$ cat src/rtl/fs_pwm_pkg.sv
// Shared definitions for the PWM duty scheduler and the logic around it.
package fs_pwm_pkg;

  localparam int unsigned PW_WIDTH_DEF    = 4;
  localparam int unsigned PWM_PERIOD_CLKS = 2000;

  typedef enum logic [1:0] {
    StIdle,
    StRamp,
    StDone
  } sched_state_e;

endpackage

$ cat src/rtl/rr_arbiter.sv
// Combinational round-robin pick: first set request at or after the pointer, wrapping.
module rr_arbiter #(
  parameter int unsigned NUM_REQ = 2,
  parameter int unsigned PtrW    = $clog2(NUM_REQ)
) (
  input  logic [NUM_REQ-1:0] i_req,
  input  logic [PtrW-1:0]    i_ptr,
  output logic               o_valid,
  output logic [NUM_REQ-1:0] o_sel,
  output logic [PtrW-1:0]    o_idx,
  output logic [PtrW-1:0]    o_next_ptr
);

  logic [PtrW-1:0] w_pos;

  always_comb begin
    o_valid    = 1'b0;
    o_sel      = '0;
    o_idx      = '0;
    o_next_ptr = '0;
    w_pos      = '0;
    for (int unsigned k = 0; k < NUM_REQ; k++) begin
      w_pos = PtrW'((32'(i_ptr) + k) % NUM_REQ);
      if (!o_valid && i_req[w_pos]) begin
        o_valid      = 1'b1;
        o_sel[w_pos] = 1'b1;
        o_idx        = w_pos;
        o_next_ptr   = PtrW'((32'(w_pos) + 1) % NUM_REQ);
      end
    end
  end

endmodule

$ cat src/rtl/pwm_duty_scheduler.sv
// Grants duty-change requests round-robin and ramps pulse_width one LSB per RAMP_DIV
// PWM periods, stepping only on clk_500Hz rising edges.
module pwm_duty_scheduler
  import fs_pwm_pkg::*;
#(
  parameter int unsigned NUM_REQ  = 2,
  parameter int unsigned PW_WIDTH = PW_WIDTH_DEF,
  parameter int unsigned RAMP_DIV = 1
) (
  input  logic                         clk_1MHz,
  input  logic                         rst,
  input  logic [NUM_REQ-1:0]           req,
  input  logic [NUM_REQ*PW_WIDTH-1:0]  req_duty,
  input  logic                         clk_500Hz,
  output logic [NUM_REQ-1:0]           gnt,
  output logic [PW_WIDTH-1:0]          pulse_width,
  output logic                         busy,
  output logic                         ramp_done
);

  localparam int unsigned PtrW = $clog2(NUM_REQ);
  localparam int unsigned CntW = 4;

  sched_state_e        r_state, w_state_next;
  logic [PtrW-1:0]     r_rr_ptr, w_rr_ptr_d;
  logic [CntW-1:0]     r_cnt, w_cnt_d;
  logic [PW_WIDTH-1:0] r_target, w_target_d;
  logic [PW_WIDTH-1:0] r_pw, w_pw_d;
  logic [NUM_REQ-1:0]  r_gnt, w_gnt_d;
  logic                r_busy, w_busy_d;
  logic                r_done, w_done_d;
  logic                r_clk_500_q;

  logic                w_bnd;
  logic                w_arb_valid;
  logic [NUM_REQ-1:0]  w_arb_sel;
  logic [PtrW-1:0]     w_arb_idx;
  logic [PtrW-1:0]     w_arb_next_ptr;
  logic [PW_WIDTH-1:0] w_grant_duty;

  rr_arbiter #(
    .NUM_REQ (NUM_REQ),
    .PtrW    (PtrW)
  ) u_rr_arbiter (
    .i_req      (req),
    .i_ptr      (r_rr_ptr),
    .o_valid    (w_arb_valid),
    .o_sel      (w_arb_sel),
    .o_idx      (w_arb_idx),
    .o_next_ptr (w_arb_next_ptr)
  );

  assign w_bnd        = clk_500Hz & ~r_clk_500_q;
  assign w_grant_duty = req_duty[w_arb_idx*PW_WIDTH +: PW_WIDTH];

  always_ff @(posedge clk_1MHz) begin
    if (rst) r_state <= StIdle;
    else     r_state <= w_state_next;
  end

  always_comb begin
    w_state_next = r_state;
    unique case (r_state)
      StIdle:  if (w_arb_valid) w_state_next = StRamp;
      StRamp:  if (r_pw == r_target) w_state_next = StDone;
      StDone:  w_state_next = StIdle;
      default: w_state_next = StIdle;
    endcase
  end

  always_comb begin
    w_gnt_d    = '0;
    w_done_d   = 1'b0;
    w_busy_d   = r_busy;
    w_pw_d     = r_pw;
    w_target_d = r_target;
    w_cnt_d    = r_cnt;
    w_rr_ptr_d = r_rr_ptr;
    unique case (r_state)
      StIdle: begin
        if (w_arb_valid) begin
          w_gnt_d    = w_arb_sel;
          w_target_d = w_grant_duty;
          w_rr_ptr_d = w_arb_next_ptr;
          w_cnt_d    = '0;
          w_busy_d   = 1'b1;
        end
      end
      StRamp: begin
        // A boundary coinciding with the grant pulse is not counted.
        if (w_bnd && r_gnt == '0 && r_pw != r_target) begin
          if (r_cnt == CntW'(RAMP_DIV - 1)) begin
            w_cnt_d = '0;
            w_pw_d  = (r_pw < r_target) ? r_pw + 1'b1 : r_pw - 1'b1;
          end else begin
            w_cnt_d = r_cnt + 1'b1;
          end
        end
      end
      StDone: begin
        w_done_d = 1'b1;
        w_busy_d = 1'b0;
      end
      default: ;
    endcase
  end

  always_ff @(posedge clk_1MHz) begin
    if (rst) begin
      r_gnt       <= '0;
      r_done      <= 1'b0;
      r_busy      <= 1'b0;
      r_pw        <= '0;
      r_target    <= '0;
      r_cnt       <= '0;
      r_rr_ptr    <= '0;
      r_clk_500_q <= 1'b1;
    end else begin
      r_gnt       <= w_gnt_d;
      r_done      <= w_done_d;
      r_busy      <= w_busy_d;
      r_pw        <= w_pw_d;
      r_target    <= w_target_d;
      r_cnt       <= w_cnt_d;
      r_rr_ptr    <= w_rr_ptr_d;
      r_clk_500_q <= clk_500Hz;
    end
  end

  assign gnt         = r_gnt;
  assign pulse_width = r_pw;
  assign busy        = r_busy;
  assign ramp_done   = r_done;

endmodule

$ cat config.mk
export PLATFORM = sky130hd
export DESIGN_NAME = pwm_duty_scheduler
export DESIGN_NICKNAME = d
export VERILOG_FILES = /design/src/rtl/fs_pwm_pkg.sv /design/src/rtl/rr_arbiter.sv /design/src/rtl/pwm_duty_scheduler.sv
export SDC_FILE = /design/constraint.sdc
export NUM_CORES = 1
export LEC_CHECK = 0
export CORE_MARGIN = 5
export CORE_UTILIZATION = 45
export CTS_CLUSTER_SIZE = 25
export DETAILED_ROUTE_END_ITERATION = 8
export GPL_TIMING_DRIVEN = 1
export PLACE_DENSITY = 0.74
export SYNTH_ARGS = -nofsm -noshare
export SYNTH_HDL_FRONTEND = slang
export SYNTH_SLANG_ARGS = --single-unit
$ cat constraint.sdc
create_clock -name clk_1MHz -period 2.4 [get_ports clk_1MHz]
set_input_delay 0.48 -clock clk_1MHz [delete_from_list [all_inputs] [get_ports clk_1MHz]]
set_output_delay 0.48 -clock clk_1MHz [all_outputs]
set_load 0.02 [all_outputs]
==> reports/metrics.csv, run 1 <==
metric;value;unit
status;completed;
Std-Cell Rows;17;
Gate power share;27.7;%
Mapped Cells;114;
Final Critical Period;2.26;ns
worst min path class;flip-flop to flip-flop;
pwr dens;637;mW/mm2
Yosys reg bits;20;
YS warnings;0;
crit path max fanout;5;
Syn Nets;136;
Routed WL per cell;13.4;um
Slew Limit Headroom;77.4;%
Sw Ratio;28.6;%
clk_lat worst skew;0.31;ns
initial antenna violation count;0;
leakage power;0.581;nW
final-report setup violation count;0;
max-cap violations;0;
synth-to-layout area growth;32.6;%
crit path DAT;2.46;ns
Max Fclk;0.442;GHz
All-Layer GR Usage;13.2;%
Worst R2R Start;pulse_width[1];
commonest non-fill, non-tap cells in the layout;20 x clkdlybuf4s50_1, 17 x dfxtp_1, 14 x nor2_1, 6 x inv_1, 6 x ha_1;
hold path start;busy;
CTS tree;done;
Pwr Total;0.908;mW
Hold Path End;busy;
Synth Area in Adders;11.2;%
Buffers on Ports;20;
Seq pwr share;41.5;%
mux contribution to synthesized area;4.65;%
XOR/XNOR share of the synthesized area;1.63;%
final core occ;63.3;%
Clock Power Share;30.8;%
synthesized cell area;0.00108;mm2
final WL;2250;um
initial DRC count;24;
Die ar.;0.00347;mm2
Max clock buf depth;2;
# DRC;0;
largest family of logic cells by synthesized area;simple AND/OR/NAND/NOR gates;
ANT cells;0;
post-synthesis compound-gate area fraction;15.5;%
share of cells above drive strength 1;20.0;%
syn_area_per_cell;9.44;um2
Slew Limit Fails;0;
Seq/Total Area, Yosys;37.2;%
Final Hold Fails;0;
Worst Tran Pin Value;0.339;ns
NetSw;0.260;mW
WS Path Type;flip-flop to flip-flop;
Clock transition at path regs;0.12;ns
Hold WS;0.488;ns
hold path depth;2;
Clock Sinks;20;
core area;0.00225;mm2
estimated wirelength of the detail-placed design;1720;um
total grt overflow;0;
Vias/cell;5.30;
gpl congestion;0.806;
die height;58.9;um
first-pass GRT wire length;3540;um
Peak VDD IR;0.460;mV
Die X-Extent;58.9;um
worst setup margin;0.140;ns
Post-Place Worst Slack;-0.0102;ns
initial core utilization;47.7;%
critical path endpoint category;flip-flop;
IO Count;21;
Startpoint Class;flip-flop;
Distinct cells, synth;40;
P_int;0.648;mW
CTS buffer count;3;
Worst R2R End;pulse_width[3];
setup TNS;0;ns
commonest non-fill, non-tap cell in the layout;clkdlybuf4s50_1;
RSZ-0062 raised after global routing;no;
via count;891;
Post-CTS Hold Buffers;0;
post-route ant nets;0;
CTS root buffer;clkbuf_4;
Initial DRT Pass Iterations;4;
vias in the first global route;841;
largest net degree at the start of global routing;14;
H-tree levels;1;
Simple-Gate Fraction of Synth Area;25.9;%
Worst Clk Skew;0.00154;ns
final cycle utilization of the critical path;94.2;%
R2R setup slack;0.14;ns
R2R cell count;10;
CP required;2.60;ns
Layout Nets;163;
-- how the worst max path moves through the flow --
stage / start / to / slack (ns) / cells after the start
2_1_floorplan: pulse_width[1] / pulse_width[3] / 0.08 / 10
3_3_place_gp: pulse_width[1] / pulse_width[3] / 0.10 / 10
3_5_place_dp: pulse_width[1] / pulse_width[3] / -0.01 / 10
4_1_cts: pulse_width[1] / pulse_width[3] / 0.04 / 10
5_1_grt: pulse_width[1] / pulse_width[3] / 0.0004 / 10
6_report: pulse_width[1] / pulse_width[3] / 0.14 / 10
-- what timing repair did --
action	CTS	global route
pin swaps	0	5
buffers inserted	0	3
cloned	0	0
endpoints found under the hold margin	0	0
endpoints found under the setup margin	1	1
gates resized for setup	1	8
-- power groups by stage --
| stage | registers [mW] | clock network [mW] | logic (mW) |
|---|---|---|---|
| 5_1_grt | 0.379 | 0.293 | 0.272 |
| 2_1_floorplan | 0.387 | 0 | 0.137 |
| 6_report | 0.377 | 0.280 | 0.251 |
| 3_5_place_dp | 0.383 | 0 | 0.215 |
| 3_3_place_gp | 0.380 | 0 | 0.206 |
| 4_1_cts | 0.376 | 0.281 | 0.218 |
-- routing by layer --
metal / global-route usage, % / share of wire (%) / wire (um)
met4: 5.18 / 1.2 / 27
met3: 3.29 / 4.4 / 99
met2: 23.2 / 52 / 1170
met5: 0 / 0 / 0
met1: 15.3 / 42 / 947
-- area by class of cell --
class                           count  area (um2)
Fill cell                         201         828
Multi-Input combinational cell     84         668
Sequential cell                    20         407
Timing Repair Buffer               25         238
Tap cell                           28        35.0
Clock inverter                      1        30.0
Inverter                            7        26.3
Clock buffer                        3        22.5
-- stage by stage --
step,cell area [um2],std cells
after floorplan,1080,114
after global placement,1310,161
after detailed placement,1310,161
after CTS,1370,165
after global routing,1430,168
final,1430,168
-- cell families after synthesis --
group,after synthesis
XOR/XNOR,2
AND/OR/NAND/NOR,45
adder cells (fa/ha/maj),9
flip-flops,20
buffers and inverters,10
multiplexers,5
AO/OA/AOI/OAI,23
-- worst max-delay path: stages (launching register included) --
cell	delay (ns)
dfxtp_4	0.39
ha_4	0.24
nor2b_1	0.13
o211ai_1	0.22
nand2_2	0.10
ha_1	0.28
a21o_1	0.19
a21oi_2	0.18
nor2b_1	0.08
a221oi_2	0.23
o311ai_1	0.12
-- synthesized netlist by cell type --
| library cell | n | share of area (%) |
|---|---|---|
| a221oi_2 | 1 | 1.4 |
| a32o_2 | 1 | 1.0 |
| a31oi_1 | 1 | 0.58 |
| nor4b_4 | 1 | 2.2 |
| and4_1 | 1 | 0.81 |
| o211ai_1 | 1 | 0.70 |
| nand2b_4 | 1 | 1.3 |
| nor3_1 | 3 | 1.4 |
| dfxtp_1 | 20 | 37 |
| nand2b_1 | 4 | 2.3 |
| nand2_1 | 6 | 2.1 |
| or2_2 | 1 | 0.58 |
| xnor2_1 | 2 | 1.6 |
| fa_1 | 1 | 1.9 |
| inv_1 | 7 | 2.4 |
| o21ai_1 | 4 | 1.9 |
| or2_1 | 1 | 0.58 |
| and2b_1 | 1 | 0.70 |
| o21ai_2 | 1 | 0.81 |
| a211oi_1 | 4 | 2.8 |
| nor3b_2 | 1 | 1.2 |
| o31ai_2 | 1 | 1.2 |
| a21o_1 | 1 | 0.70 |
| clkbuf_1 | 1 | 0.35 |
| or3_1 | 1 | 0.58 |
| nor2_1 | 14 | 4.9 |
| nand3_1 | 1 | 0.46 |
| mux2i_1 | 5 | 4.7 |
| nand4b_1 | 1 | 0.81 |
| and2_1 | 1 | 0.58 |
| buf_4 | 1 | 0.70 |
| a21oi_1 | 6 | 2.8 |
| nor2b_1 | 4 | 2.3 |
| ha_1 | 8 | 9.3 |
| o311ai_1 | 1 | 0.81 |
| nor2_2 | 1 | 0.58 |
| a311oi_1 | 1 | 0.81 |
| nand4_4 | 1 | 2.0 |
| buf_2 | 1 | 0.46 |
| nand4_1 | 1 | 0.58 |
-- state kept, by name (all words and copies together) (netlist names) --
signal       cells
busy             1
pulse_width      4
r_cnt            4
r_target         4
ramp_done        1
gnt              2
r_state          2
r_clk_500_q      1
r_rr_ptr         1
Power figures use the tool's default switching activity.
==> inputs of run 2 (changes only) <==
--- a/config.mk
+++ b/config.mk
@@ -10,7 +10,7 @@
 export CTS_CLUSTER_SIZE = 25
 export DETAILED_ROUTE_END_ITERATION = 8
 export GPL_TIMING_DRIVEN = 1
-export PLACE_DENSITY = 0.74
+export PLACE_DENSITY = 0.73
 export SYNTH_ARGS = -nofsm -noshare
 export SYNTH_HDL_FRONTEND = slang
 export SYNTH_SLANG_ARGS = --single-unit
==> reports/metrics.csv, run 2 (synthesis results as in run 1) <==
metric;value;unit
status;completed;
Final Hold Fails;0;
total grt overflow;0;
Max Fclk;0.441;GHz
estimated wirelength of the detail-placed design;1580;um
Peak VDD IR;0.410;mV
core area;0.00225;mm2
fin cells;170;
critical path endpoint category;flip-flop;
Die X-Extent;58.9;um
Max clock buf depth;2;
commonest non-fill, non-tap cell in the layout;clkdlybuf4s50_1;
placed cell count;162;
gpl congestion;0.815;
crit path max fanout;4;
crit-path leading delay family;compound AO/OA/AOI/OAI gates;
Initial DRT Pass Iterations;4;
Clock Sinks;20;
CP required;2.59;ns
worst path buffer plus inverter count;1;
# DRC;0;
CTS buffer count;3;
vias in the first global route;822;
Die ar.;0.00347;mm2
Post-CTS Hold Buffers;0;
Buffers on Ports;20;
Final Critical Period;2.27;ns
initial antenna violation count;0;
final WL;2100;um
Layout Nets;165;
# fillers;196;
Clock transition at path regs;0.12;ns
post-route ant nets;0;
final core occ;63.7;%
largest net degree at the start of global routing;13;
pwr dens;623;mW/mm2
Most Frequent Cell on Critical Path;nor2b_1;
initial DRC count;7;
Worst Tran Pin Value;0.357;ns
share of cells above drive strength 1;19.0;%
CP cell instances;ha_1 -> nor2b_1 -> o211ai_1 -> nand2_2 -> buf_4 -> ha_4 -> a21oi_2 -> nor2b_1 -> a221oi_2 -> o311ai_1;
leakage power;0.588;nW
die height;58.9;um
first-pass GRT wire length;3360;um
synth-to-layout area growth;33.5;%
Slew Limit Headroom;76.2;%
crit path DAT;2.46;ns
CP max stage delay;0.37;ns
CTS root buffer;clkbuf_4;
clk_lat worst skew;0.31;ns
Worst Clk Skew;0.00706;ns
H-tree levels;1;
critical path's slowest cell;dfxtp_4;
worst min path class;flip-flop to flip-flop;
WS Path Type;flip-flop to flip-flop;
IO Count;21;
Std-Cell Rows;17;
Startpoint Class;flip-flop;
final-report setup violation count;0;
Vias/cell;5.09;
initial core utilization;47.7;%
Routed WL per cell;12.4;um
Slew Limit Fails;0;
commonest non-fill, non-tap cells in the layout;20 x clkdlybuf4s50_1, 18 x dfxtp_1, 14 x nor2_1, 7 x inv_1, 7 x buf_4;
CTS tree;done;
final cycle utilization of the critical path;94.4;%
max-cap violations;0;
ANT cells;0;
All-Layer GR Usage;12.3;%
via count;865;
[run 2: what timing repair did]
item / 4_1_cts / 5_1_grt
resized for setup: 1 / 5
pin swaps: 0 / 6
setup endpoints to repair: 1 / 1
buffers inserted: 0 / 4
[run 2: power by group]
group / total [mW] / switching (mW) / leakage (nW) / internal [mW]
Combinational: 0.241 / 0.124 / 0.395 / 0.118
Clock: 0.279 / 0.110 / 0.0279 / 0.169
Sequential: 0.374 / 0.0175 / 0.165 / 0.356
Total: 0.894 / 0.252 / 0.588 / 0.643
[run 2: worst min-delay path, cell delays in order, from the launching register on]
cell	delay [ns]
dfxtp_1	0.33
nand2_1	0.05
a21oi_1	0.05
[run 2: metal layers]
metal  global-route usage [%]  vias to the layer above  share of wire [%]
met4                     3.88                        0                1.1
met1                     16.6                      383                 47
li1                         -                      461                  -
met2                     19.2                       19                 47
met3                     2.85                        2                4.7
met5                        0                        -                  0
[run 2: area by class of cell]
| type | instances | area [um2] | share of cell area, % |
|---|---|---|---|
| Timing Repair Buffer | 27 | 253 | 17.6 |
| Inverter | 7 | 26.3 | 1.83 |
| Sequential cell | 20 | 405 | 28.2 |
| Tap cell | 28 | 35.0 | 2.44 |
| Clock buffer | 3 | 22.5 | 1.57 |
| Multi-Input combinational cell | 84 | 664 | 46.3 |
| Clock inverter | 1 | 30.0 | 2.09 |
[run 2: worst paths after layout]
path,startpoint,to,slack (ns),cells past startpoint
max,pulse_width[1],pulse_width[3],0.13,10
min,busy,busy,0.47,2
max reg2reg,pulse_width[1],pulse_width[3],0.13,10
min reg2reg,busy,busy,0.47,2
[run 2: stage by stage]
| stage | setup WS, ns | cell area, um2 | setup TNS [ns] | power, mW | hold slack (ns) |
|---|---|---|---|---|---|
| finish | 0.135 | 1440 | 0 | 0.894 | 0.475 |
| global route | -0.0931 | 1440 | -0.0931 | 0.944 | 0.520 |
| CTS | 0.0456 | 1380 | 0 | 0.877 | 0.480 |
| detailed placement | 0.0169 | 1320 | 0 | 0.594 | 0.456 |
| global placement | 0.105 | 1320 | 0 | 0.589 | 0.451 |
| floorplan | 0.0834 | 1080 | 0 | 0.525 | 0.464 |
==> inputs of run 3 (changes only) <==
--- a/config.mk
+++ b/config.mk
@@ -9,7 +9,7 @@
 export CORE_UTILIZATION = 45
 export CTS_CLUSTER_SIZE = 25
 export DETAILED_ROUTE_END_ITERATION = 8
-export GPL_TIMING_DRIVEN = 1
+export GPL_TIMING_DRIVEN = 0
 export PLACE_DENSITY = 0.73
 export SYNTH_ARGS = -nofsm -noshare
 export SYNTH_HDL_FRONTEND = slang
==> reports/metrics.csv, run 3 (synthesis results as in run 1) <==
metric;value;unit
die height;58.9;um
crit path DAT;2.41;ns
core area;0.00225;mm2
final WL;2170;um
RSZ-0062 raised after global routing;no;
Slew Limit Headroom;66.9;%
initial antenna violation count;0;
worst path buffer plus inverter count;1;
critical path endpoint;pulse_width[3];
estimated wirelength of the detail-placed design;1590;um
leakage power;0.589;nW
CTS root buffer;clkbuf_4;
Die ar.;0.00347;mm2
Initial DRT Pass Iterations;3;
Final Hold Fails;0;
post-route ant nets;0;
commonest non-fill, non-tap cell in the layout;clkdlybuf4s50_1;
WS Path Type;flip-flop to flip-flop;
worst setup margin;0.185;ns
H-tree levels;1;
clk_lat worst skew;0.32;ns
commonest non-fill, non-tap cells in the layout;20 x clkdlybuf4s50_1, 17 x dfxtp_1, 14 x nor2_1, 7 x inv_1, 6 x buf_4;
Worst R2R End;pulse_width[3];
M1 GR Usage;15.4;%
via count;898;
IO Count;21;
vias in the first global route;856;
critical path endpoint category;flip-flop;
Slew Limit Fails;0;
CTS buffer count;3;
Final Critical Period;2.22;ns
Die X-Extent;58.9;um
critical path's slowest cell;dfxtp_4;
pwr dens;632;mW/mm2
Peak VDD IR;0.381;mV
All-Layer GR Usage;13.8;%
first-pass GRT wire length;3670;um
R2R setup slack;0.18;ns
beginning of the critical path;pulse_width[1];
crit path max fanout;5;
CP required;2.60;ns
CTS tree;done;
GRT busiest layer;met2;
Post-CTS Hold Buffers;0;
Worst Clk Skew;0.00852;ns
final cycle utilization of the critical path;92.3;%
final-report setup violation count;0;
met2 GRT Util;24.4;%
Max clock buf depth;2;
Max Fclk;0.451;GHz
Clock transition at path regs;0.12;ns
worst min path class;flip-flop to flip-flop;
CP cell instances;ha_4 -> nor2b_1 -> o211ai_1 -> nand2_2 -> buf_4 -> ha_4 -> a21oi_2 -> nor2b_1 -> a221oi_2 -> o311ai_1;
status;completed;
Pwr Total;0.918;mW
crit-path leading delay family;compound AO/OA/AOI/OAI gates;
Worst Tran Pin Value;0.496;ns
R2R cell count;10;
total grt overflow;0;
initial core utilization;47.7;%
share of cells above drive strength 1;20.3;%
setup TNS;0;ns
met3 Use GR;4.17;%
Post-Place Worst Slack;-0.0480;ns
# fillers;212;
# DRC;0;
max-cap violations;0;
Worst R2R Start;pulse_width[1];
CP max stage delay;0.39;ns
synth-to-layout area growth;34.9;%
largest net degree at the start of global routing;13;
Routed WL per cell;12.7;um
Clock Sinks;20;
Buffers on Ports;20;
Layout Nets;166;
initial DRC count;16;
gpl congestion;0.718;
ANT cells;0;
Std-Cell Rows;17;
WP depth;10;
Vias/cell;5.25;
Startpoint Class;flip-flop;
==> run 3: through the flow <==
stage | cell area [um2] | hold WS (ns) | utilization [%] | cells
finish | 1450 | 0.474 | 64.4 | 171
CTS | 1370 | 0.474 | 60.8 | 166
global placement | 1310 | 0.450 | 58.2 | 162
global route | 1450 | 0.501 | 64.4 | 171
floorplan | 1080 | 0.464 | - | 114
detailed placement | 1310 | 0.446 | 58.2 | 162
==> run 3: worst min path at each step <==
stage,startpoint,to,slack [ns],cells after the start
6_report,busy,busy,0.47,2
5_1_grt,busy,busy,0.50,2
4_1_cts,busy,busy,0.47,2
3_5_place_dp,busy,busy,0.45,2
3_3_place_gp,busy,busy,0.45,2
2_1_floorplan,r_state[1],ramp_done,0.46,2
==> run 3: layer usage <==
| metal | part of all wire (%) | routed length (um) | vias to the layer above |
|---|---|---|---|
| li1 | - | - | 461 |
| met1 | 47 | 1030 | 412 |
| met2 | 46 | 995 | 20 |
| met3 | 5.0 | 109 | 5 |
| met4 | 1.5 | 33 | 0 |
| met5 | 0 | 0 | - |
==> run 3: final cells by class <==
type	instances	area, um2	area share [%]
well taps	28	35.0	2.41
multi-input cells	84	677	46.6
repair buffers	25	238	16.4
inverters	7	26.3	1.81
clock inverters	1	30.0	2.07
clock buffers	3	22.5	1.55
plain buffers	3	16.3	1.12
flip-flops and latches	20	407	28.0
==> run 3: power breakdown <==
group          internal [mW]  switching [mW]  total [mW]
logic                  0.130           0.129       0.259
registers              0.356          0.0186       0.375
clock network          0.169           0.114       0.283
total                  0.656           0.262       0.918
==> run 3: timing repair <==
action / 4_1_cts / 5_1_grt
endpoints found under the setup margin: 1 / 1
resized for setup: 2 / 6
pin swaps: 0 / 5
hold endpoints to repair: 0 / 0
buffers inserted: 0 / 5
==> run 3: tightest hold or removal path, cell delays in order (launching register included) <==
cell	delay, ns
dfxtp_1	0.33
nand2_1	0.05
a21oi_1	0.06
